--- src/rtl/uart_tx_sched_if.sv ---
// Producer/transmitter-side bundle of the uart_tx_sched block.
// The scheduler connects through the slave modport; producers plus the transmitter use master.
interface uart_tx_sched_if;
  logic [3:0]  req;
  logic [31:0] req_data;
  logic [3:0]  ack;
  logic [7:0]  tx_data;
  logic        tx_start;
  logic        tx_busy;
  logic [1:0]  grant_id;
  logic        active;
  logic        err_timeout;

  modport slave (
    input  req, req_data, tx_busy,
    output ack, tx_data, tx_start, grant_id, active, err_timeout
  );

  modport master (
    output req, req_data, tx_busy,
    input  ack, tx_data, tx_start, grant_id, active, err_timeout
  );
endinterface

--- src/rtl/uart_tx_sched.sv ---
// Round-robin scheduler sharing one uart_tx among four byte producers,
// optionally prefixing each payload byte with a {HDR_TAG, source} header.
module uart_tx_sched #(
  parameter bit          HEADER_EN   = 1'b1,
  parameter logic [5:0]  HDR_TAG     = 6'b101000,
  parameter int unsigned TIMEOUT_CYC = 255
) (
  input logic            clk_i,
  input logic            reset_ni,
  uart_tx_sched_if.slave bus
);

  typedef enum logic [2:0] {
    S_IDLE  = 3'd0,
    S_LOAD  = 3'd1,
    S_START = 3'd2,
    S_BUSY  = 3'd3,
    S_ACK   = 3'd4
  } state_e;

  typedef enum logic {
    PH_HEADER  = 1'b0,
    PH_PAYLOAD = 1'b1
  } phase_e;

  localparam logic [7:0] TIMEOUT_LIM = 8'(TIMEOUT_CYC);

  state_e     state_q, state_d;
  phase_e     phase_q, phase_d;
  logic [1:0] last_q, last_d;
  logic [7:0] cnt_q, cnt_d;
  logic [7:0] payload_q, payload_d;
  logic [3:0] ack_q, ack_d;
  logic [7:0] tx_data_q, tx_data_d;
  logic       tx_start_q, tx_start_d;
  logic [1:0] grant_q, grant_d;
  logic       active_q, active_d;
  logic       err_q, err_d;

  // Rotate requests so the source after `last` sits at bit 0, then priority-encode.
  function automatic logic [1:0] rr_pick(input logic [3:0] req, input logic [1:0] last);
    logic [1:0] first;
    logic [7:0] dbl;
    logic [3:0] rot;
    logic [1:0] off;
    first = last + 2'd1;
    dbl   = {req, req} >> first;
    rot   = dbl[3:0];
    casez (rot)
      4'b???1: off = 2'd0;
      4'b??10: off = 2'd1;
      4'b?100: off = 2'd2;
      4'b1000: off = 2'd3;
      default: off = 2'd0;
    endcase
    return first + off;
  endfunction

  // Next-state and registered-output decode.
  always_comb begin
    state_d    = state_q;
    phase_d    = phase_q;
    last_d     = last_q;
    cnt_d      = cnt_q;
    payload_d  = payload_q;
    ack_d      = 4'd0;
    tx_data_d  = tx_data_q;
    tx_start_d = tx_start_q;
    grant_d    = grant_q;
    active_d   = active_q;
    err_d      = 1'b0;
    case (state_q)
      S_IDLE: begin
        // A busy transmitter may still be finishing a frame started before a reset.
        if (!bus.tx_busy && (bus.req != 4'd0)) begin
          grant_d  = rr_pick(bus.req, last_q);
          last_d   = grant_d;
          active_d = 1'b1;
          state_d  = S_LOAD;
        end else begin
          state_d  = S_IDLE;
        end
      end
      S_LOAD: begin
        payload_d  = bus.req_data[{grant_q, 3'b000} +: 8];
        cnt_d      = 8'd0;
        tx_start_d = 1'b1;
        state_d    = S_START;
        if (HEADER_EN) begin
          phase_d   = PH_HEADER;
          tx_data_d = {HDR_TAG, grant_q};
        end else begin
          phase_d   = PH_PAYLOAD;
          tx_data_d = bus.req_data[{grant_q, 3'b000} +: 8];
        end
      end
      S_START: begin
        if (bus.tx_busy) begin
          tx_start_d = 1'b0;
          state_d    = S_BUSY;
        end else if ((cnt_q + 8'd1) == TIMEOUT_LIM) begin
          cnt_d      = cnt_q + 8'd1;
          tx_start_d = 1'b0;
          err_d      = 1'b1;
          active_d   = 1'b0;
          state_d    = S_IDLE;
        end else begin
          cnt_d      = cnt_q + 8'd1;
        end
      end
      S_BUSY: begin
        if (!bus.tx_busy) begin
          if (phase_q == PH_HEADER) begin
            phase_d    = PH_PAYLOAD;
            tx_data_d  = payload_q;
            cnt_d      = 8'd0;
            tx_start_d = 1'b1;
            state_d    = S_START;
          end else begin
            ack_d      = 4'd1 << grant_q;
            state_d    = S_ACK;
          end
        end else begin
          state_d = S_BUSY;
        end
      end
      S_ACK: begin
        active_d = 1'b0;
        state_d  = S_IDLE;
      end
      default: begin
        tx_start_d = 1'b0;
        active_d   = 1'b0;
        state_d    = S_IDLE;
      end
    endcase
  end

  // State and output registers with synchronous active-low reset.
  always_ff @(posedge clk_i) begin
    if (!reset_ni) begin
      state_q    <= S_IDLE;
      phase_q    <= PH_HEADER;
      last_q     <= 2'd3;
      cnt_q      <= 8'd0;
      payload_q  <= 8'd0;
      ack_q      <= 4'd0;
      tx_data_q  <= 8'd0;
      tx_start_q <= 1'b0;
      grant_q    <= 2'd0;
      active_q   <= 1'b0;
      err_q      <= 1'b0;
    end else begin
      state_q    <= state_d;
      phase_q    <= phase_d;
      last_q     <= last_d;
      cnt_q      <= cnt_d;
      payload_q  <= payload_d;
      ack_q      <= ack_d;
      tx_data_q  <= tx_data_d;
      tx_start_q <= tx_start_d;
      grant_q    <= grant_d;
      active_q   <= active_d;
      err_q      <= err_d;
    end
  end

  assign bus.ack         = ack_q;
  assign bus.tx_data     = tx_data_q;
  assign bus.tx_start    = tx_start_q;
  assign bus.grant_id    = grant_q;
  assign bus.active      = active_q;
  assign bus.err_timeout = err_q;

endmodule

--- src/flat_wrapper.sv ---
// flat-port wrapper written by rule: the top's interface ports become plain ports
module uart_tx_sched_flat 
#(
  parameter bit          HEADER_EN   = 1'b1,
  parameter logic [5:0]  HDR_TAG     = 6'b101000,
  parameter int unsigned TIMEOUT_CYC = 255
)
  (clk_i, reset_ni, bus_req, bus_req_data, bus_tx_busy, bus_ack, bus_tx_data, bus_tx_start, bus_grant_id, bus_active, bus_err_timeout);
  uart_tx_sched_if bus_i ();
  input logic clk_i;
  input logic reset_ni;
  input wire logic [$bits(bus_i.req)-1:0] bus_req;
  input wire logic [$bits(bus_i.req_data)-1:0] bus_req_data;
  input wire logic [$bits(bus_i.tx_busy)-1:0] bus_tx_busy;
  output wire logic [$bits(bus_i.ack)-1:0] bus_ack;
  output wire logic [$bits(bus_i.tx_data)-1:0] bus_tx_data;
  output wire logic [$bits(bus_i.tx_start)-1:0] bus_tx_start;
  output wire logic [$bits(bus_i.grant_id)-1:0] bus_grant_id;
  output wire logic [$bits(bus_i.active)-1:0] bus_active;
  output wire logic [$bits(bus_i.err_timeout)-1:0] bus_err_timeout;
  assign bus_i.req = bus_req;
  assign bus_i.req_data = bus_req_data;
  assign bus_i.tx_busy = bus_tx_busy;
  assign bus_ack = bus_i.ack;
  assign bus_tx_data = bus_i.tx_data;
  assign bus_tx_start = bus_i.tx_start;
  assign bus_grant_id = bus_i.grant_id;
  assign bus_active = bus_i.active;
  assign bus_err_timeout = bus_i.err_timeout;
  uart_tx_sched #(.HEADER_EN(HEADER_EN), .HDR_TAG(HDR_TAG), .TIMEOUT_CYC(TIMEOUT_CYC)) u_core (.clk_i(clk_i), .reset_ni(reset_ni), .bus(bus_i));
endmodule
--- config.mk ---
export PLATFORM = sky130hd
export DESIGN_NAME = uart_tx_sched_flat
export DESIGN_NICKNAME = d
export VERILOG_FILES = /design/src/rtl/uart_tx_sched_if.sv /design/src/rtl/uart_tx_sched.sv /design/src/flat_wrapper.sv
export SDC_FILE = /design/constraint.sdc
export NUM_CORES = 1
export LEC_CHECK = 0
export CORE_ASPECT_RATIO = 1.5
export CORE_UTILIZATION = 43
export CTS_CLUSTER_DIAMETER = 150
export CTS_CLUSTER_SIZE = 40
export DETAILED_ROUTE_END_ITERATION = 8
export GPL_TIMING_DRIVEN = 1
export PLACE_DENSITY = 0.82
export SYNTH_ARGS = -nofsm -noshare
export SYNTH_HDL_FRONTEND = slang
export SYNTH_SLANG_ARGS = --single-unit
--- constraint.sdc ---
create_clock -name clk_i -period 2.1 [get_ports clk_i]
set_clock_uncertainty 0.05 [all_clocks]
set_input_delay 0.315 -clock clk_i [delete_from_list [all_inputs] [get_ports clk_i]]
set_output_delay 0.315 -clock clk_i [all_outputs]
set_load 0.03 [all_outputs]
==> impl_metrics.env, run 1 <==
export IMPL_status="finished, final reports clean"
export IMPL_ys_seq_elements=39
export IMPL_viasPerCell=5.43
export IMPL_cts_sinks=39
export IMPL_gp_congestion=0.868
export IMPL_dp_hpwl_um=3770
export IMPL_grt_antenna_before_repair=0
export IMPL_maxCapViolCount=0
export IMPL_drtIter0Drc=87
export IMPL_cp_arrival_ps=2210
export IMPL_grt_max_degree=24
export IMPL_drive_gt1_share_pct=15.0
export IMPL_cts_buffers=5
export IMPL_die_h_um=87.1
export IMPL_grt_pass1_wl_um=8390
export IMPL_finalWorstPathRequiredPeriod_ps=2070
export IMPL_die_area_um2=5120
export IMPL_detail_route_antenna_nets=0
export IMPL_cts_tree="yes"
export IMPL_maxSlewViolCount=0
export IMPL_die_w_um=58.7
export IMPL_ys_flop_type="dfxtp_1"
export IMPL_wl_per_cell_um=12.9
export IMPL_layout_nets=355
export IMPL_start_kind="flop"
export IMPL_cts_buffer_depth=2
export IMPL_p_leak_nw=1.06
export IMPL_syn_to_final_growth_pct=39.7
export IMPL_holdBufCountCts=0
export IMPL_fill_cells=407
export IMPL_finalSetupViolCount=0
export IMPL_io_pins=56
export IMPL_num_vias=2051
export IMPL_core_area_um2=4580
export IMPL_syn_avg_cell_area_um2=8.41
export IMPL_ir_worst_vdd_uv=464
export IMPL_crit_fanout=6
export IMPL_ys_types=47
export IMPL_worstMarginPinSlew_ps=670
export IMPL_path_clk_slew_ps=70
export IMPL_track_usage_pct=21.3
export IMPL_grt_setup_unrepaired="true"
export IMPL_wl_um=4880
export IMPL_insertion_delay_ps=300
export IMPL_fin_setup_tns_ps=0
export IMPL_grt_pass1_vias=1991
export IMPL_synth_area_um2=2080
export IMPL_antenna_cells=0
export IMPL_hold_viol_final=0
export IMPL_start_util_pct=45.4
export IMPL_fmax_mhz=483
export IMPL_min_path_type="flop to flop"
export IMPL_worstSetupPathType="flop to flop"
export IMPL_drt_pass1_iterations=4
export IMPL_ctsHtreeMaxLevel=2
export IMPL_synthArstFlopShare_pct=0
export IMPL_synth_cells=247
export IMPL_row_count=30
export IMPL_globalRouteOverflowTotal=0
export IMPL_synth_fp_nets=289
export IMPL_worstPathRequired_ps=2240
export IMPL_endpoint_kind="flop"
export IMPL_yosysWarnings=0
export IMPL_power_mw=1.93
export IMPL_synth_edf_count=0
export IMPL_port_buffers=55
export IMPL_slew_headroom_pct=55.3
export IMPL_remaining_drc_errors=0
export IMPL_holdWs_ps=413
export IMPL_utilization_pct=63.4
export IMPL_ys_seq_area_share_pct=37.6
export IMPL_cts_root_buf="clkbuf_8"
export IMPL_p_per_area_nw_per_um2=664
export IMPL_fin_crit_sh_pct=98.6
[kinds of logic (layout without fill, tap and decap cells)]
logic type               count (synthesis)  in the layout  synth area share (%)
XOR/XNOR                                 5              5                  2.11
multiplexers                            11             11                  10.2
AND/OR/NAND/NOR                        108            108                  25.1
buffers and inverters                   22             89                  4.40
adder cells (fa/ha/maj)                  3              3                  1.81
AO/OA/AOI/OAI                           59             59                  18.9
flip-flops                              39             39                  37.6
[layout by cell type (no fill, tap or decap), types with 3 or more instances in the layout]
cell              n
o21ai_0           7
nand2b_1          4
nor2b_1           4
mux4_2            8
nor3_1            8
dfxtp_1          37
o211ai_1          3
clkdlybuf4s50_1  51
nand3_1           8
a21oi_1          21
and3_1            3
a22oi_1           7
nand2_1          33
buf_4            21
dlygate4sd2_1     4
xnor2_1           4
inv_1             5
o221ai_1          3
clkbuf_8          7
nor2_1           30
[cell type report]
type,count,area [um^2],share of cell area [%]
Clock inverter,1,7.51,0.259
Timing Repair Buffer,76,703,24.2
Sequential cell,39,783,27.0
Clock buffer,7,96.3,3.32
Multi-Input combinational cell,186,1210,41.8
Tap cell,64,80.1,2.76
Inverter,5,18.8,0.647
[synthesized netlist by cell type (2+ instances only)]
cell type	n	share of area, %
dfxtp_1	39	38
nand2_1	33	6.0
nor2_1	30	5.4
a21oi_1	21	5.1
clkbuf_1	11	2.0
nand3_1	9	2.2
mux4_2	8	8.7
nor3_1	8	1.9
a22oi_1	7	2.5
o21ai_0	7	1.7
inv_1	5	0.90
buf_2	4	0.96
nand2b_1	4	1.2
nor2b_1	4	1.2
xnor2_1	4	1.7
and3_1	3	0.90
ha_1	3	1.8
o211ai_1	3	1.1
o221ai_1	3	1.3
a211o_1	2	0.84
a211oi_1	2	0.72
a21o_1	2	0.72
a311oi_1	2	0.84
mux2i_1	2	0.96
nand3b_1	2	0.72
nand4_1	2	0.60
o21ba_2	2	0.96
o22ai_1	2	0.60
o32ai_1	2	0.84
or2_2	2	0.60
or3_1	2	0.60
or4_1	2	0.72
[state kept, by name, summed over array words and instances (netlist names)]
signal,count
u_core.bus.tx_start,1
u_core.phase_q,1
u_core.last_q,2
u_core.bus.ack,4
u_core.payload_q,8
u_core.bus.tx_data,8
u_core.bus.active,1
u_core.bus.err_timeout,1
u_core.bus.grant_id,2
u_core.cnt_q,8
u_core.state_q,3
[worst max-delay path, stage by stage (launching register included)]
cell and delay (ps):
dfxtp_2 350, or4_1 530, o211ai_1 110, ha_2 200, xnor2_1 60, and2_1 170, mux2i_1 160, mux2_1 330
[final timing paths]
| check | slack [ps] | from | cells past startpoint | to |
|---|---|---|---|---|
| setup / recovery | 30 | u_core.last_q[0] | 7 | u_core.last_q[1] |
| hold / removal | 410 | u_core.payload_q[0] | 2 | u_core.payload_q[0] |
| setup reg to reg | 30 | u_core.last_q[0] | 7 | u_core.last_q[1] |
| hold reg to reg | 410 | u_core.payload_q[0] | 2 | u_core.payload_q[0] |
[what timing repair did]
item,CTS,global route
gates resized for setup,5,3
endpoints found under the setup margin,1,4
buffers inserted,0,0
pin swaps,2,1
[power by group]
part           switching (mW)  internal [mW]  total (mW)
combinational           0.250          0.286       0.536
sequential             0.0471          0.788       0.835
clock                   0.258          0.298       0.556
total                   0.555           1.37        1.93
[through the flow]
step / cells / cell area [um^2] / setup slack (ps)
detailed placement: 370 / 2790 / -444
CTS: 378 / 2890 / 4.35
floorplan: 247 / 2080 / 37.1
global route: 378 / 2900 / -57.3
global placement: 370 / 2790 / -373
finish: 378 / 2900 / 29.9
[per-layer routing]
layer | vias to the layer above | global-route usage [%] | wire (um)
li1 | 1019 | - | -
met1 | 978 | 23.4 | 2050
met2 | 45 | 37.5 | 2550
met3 | 9 | 4.16 | 156
met4 | 0 | 11.7 | 119
met5 | - | 0 | 0
Power figures use the tool's default switching activity.
==> inputs of run 2 (changes only) <==
CORE_MARGIN = 2   (was unset)
==> impl_metrics.env, run 2 (synthesized netlist as in run 1, its figures left out) <==
export IMPL_gp_congestion=0.783
export IMPL_start_kind="primary input"
export IMPL_cts_buffer_depth=2
export IMPL_viasPerCell=5.40
export IMPL_drtIter0Drc=49
export IMPL_stdcell_count=385
export IMPL_endpoint_kind="flop"
export IMPL_grt_pass1_wl_um=8250
export IMPL_final_common_cell="clkdlybuf4s50_1"
export IMPL_fill_cells=430
export IMPL_hold_viol_final=0
export IMPL_num_vias=2078
export IMPL_slew_headroom_pct=61.0
export IMPL_path_clk_slew_ps=70
export IMPL_start_util_pct=43.9
export IMPL_die_area_um2=5410
export IMPL_worstSetupPathType="primary input to flop"
export IMPL_detail_route_antenna_nets=0
export IMPL_fin_setup_tns_ps=0
export IMPL_io_pins=56
export IMPL_cts_tree="yes"
export IMPL_row_count=31
export IMPL_cts_sinks=39
export IMPL_dp_hpwl_um=3800
export IMPL_min_path_type="flop to flop"
export IMPL_globalRouteOverflowTotal=0
export IMPL_grt_pass1_vias=1884
export IMPL_fin_crit_sh_pct=95.7
export IMPL_crit_fanout=5
export IMPL_port_buffers=55
export IMPL_finalSetupViolCount=0
export IMPL_drive_gt1_share_pct=16.6
export IMPL_wl_per_cell_um=13.4
export IMPL_drt_pass1_iterations=5
export IMPL_seqCellArea_um2=785
export IMPL_antenna_cells=0
export IMPL_fin_ws_ps=90.4
export IMPL_p_per_area_nw_per_um2=715
export IMPL_grt_antenna_before_repair=0
export IMPL_worstMarginPinSlew_ps=583
export IMPL_placed_cells=375
export IMPL_cts_buffers=5
export IMPL_cts_root_buf="clkbuf_8"
export IMPL_mostFrequentLayoutCells="51 x clkdlybuf4s50_1, 38 x dfxtp_1, 33 x nand2_1"
export IMPL_finalWorstPathRequiredPeriod_ps=2010
export IMPL_pre_cts_slack_ps=-482
export IMPL_insertion_delay_ps=300
export IMPL_ctsHtreeMaxLevel=2
export IMPL_ir_worst_vdd_uv=446
export IMPL_fmax_mhz=498
export IMPL_maxSlewViolCount=0
export IMPL_layout_nets=360
export IMPL_track_usage_pct=20.0
export IMPL_status="finished, final reports clean"
export IMPL_grt_setup_unrepaired="false"
export IMPL_power_mw=2.12
export IMPL_core_area_um2=4730
export IMPL_multi_input_area_um2=1220
export IMPL_worstPathRequired_ps=2230
export IMPL_cp_arrival_ps=2140
export IMPL_wl_um=5160
export IMPL_die_w_um=60.7
export IMPL_grt_max_degree=30
export IMPL_die_h_um=89.1
export IMPL_remaining_drc_errors=0
export IMPL_p_leak_nw=1.10
export IMPL_maxCapViolCount=0
export IMPL_syn_to_final_growth_pct=43.0
==> run 2: cell count changes in the layout (fill, tap and decap cells not counted), sizes merged <==
cell / change
buf: +5
bufinv: +2
clkbuf: +1
clkdlybuf4s15: +1
clkinvlp: -1
dlygate4sd2: -3
==> run 2: layout make-up <==
cell class,count,area share (%)
repair buffers,81,24.7
multi-input cells,186,41.0
clock buffers,6,2.44
flip-flops and latches,39,26.4
inverters,5,0.632
well taps,66,2.78
clock inverters,2,2.02
==> run 2: worst paths after layout <==
kind | slack (ps) | start | end | cells after the start
setup reg to reg | 100 | u_core.last_q[0] | u_core.last_q[1] | 7
hold / removal | 410 | u_core.payload_q[6] | u_core.payload_q[6] | 2
setup / recovery | 90 | bus_req[3] | u_core.last_q[1] | 8
hold reg to reg | 410 | u_core.payload_q[6] | u_core.payload_q[6] | 2
==> run 2: layer usage <==
metal	wire length (um)	global-route usage (%)
met1	2080	22.5
met3	218	4.63
met4	61	8.30
met5	0	0
met2	2800	35.4
==> run 2: timing repair <==
item | 4_1_cts | 5_1_grt
pin swaps | 3 | 3
hold endpoints to repair | 0 | 0
buffers inserted | 2 | 0
setup endpoints to repair | 1 | 1
resized for setup | 8 | 6
hold buffers | 0 | 0
==> run 2: critical path, stage by stage <==
cell	delay (ps)
dlygate4sd2_1	290
or4_4	480
o211ai_1	110
ha_2	200
xnor2_1	70
and2_1	170
mux2i_1	170
mux2_1	330
==> run 2: per-stage QoR <==
stage / hold WS, ps / area, um^2 / util [%]
after floorplan: 387 / 2080 / -
after global placement: 393 / 2820 / 59.5
after detailed placement: 396 / 2820 / 59.5
after CTS: 413 / 2970 / 62.8
after global routing: 425 / 2970 / 62.8
final: 411 / 2970 / 62.8
==> run 2: report_power, final <==
group          internal (mW)  switching (mW)
clock network          0.475           0.259
registers              0.788          0.0485
logic                  0.294           0.258
total                   1.56           0.566
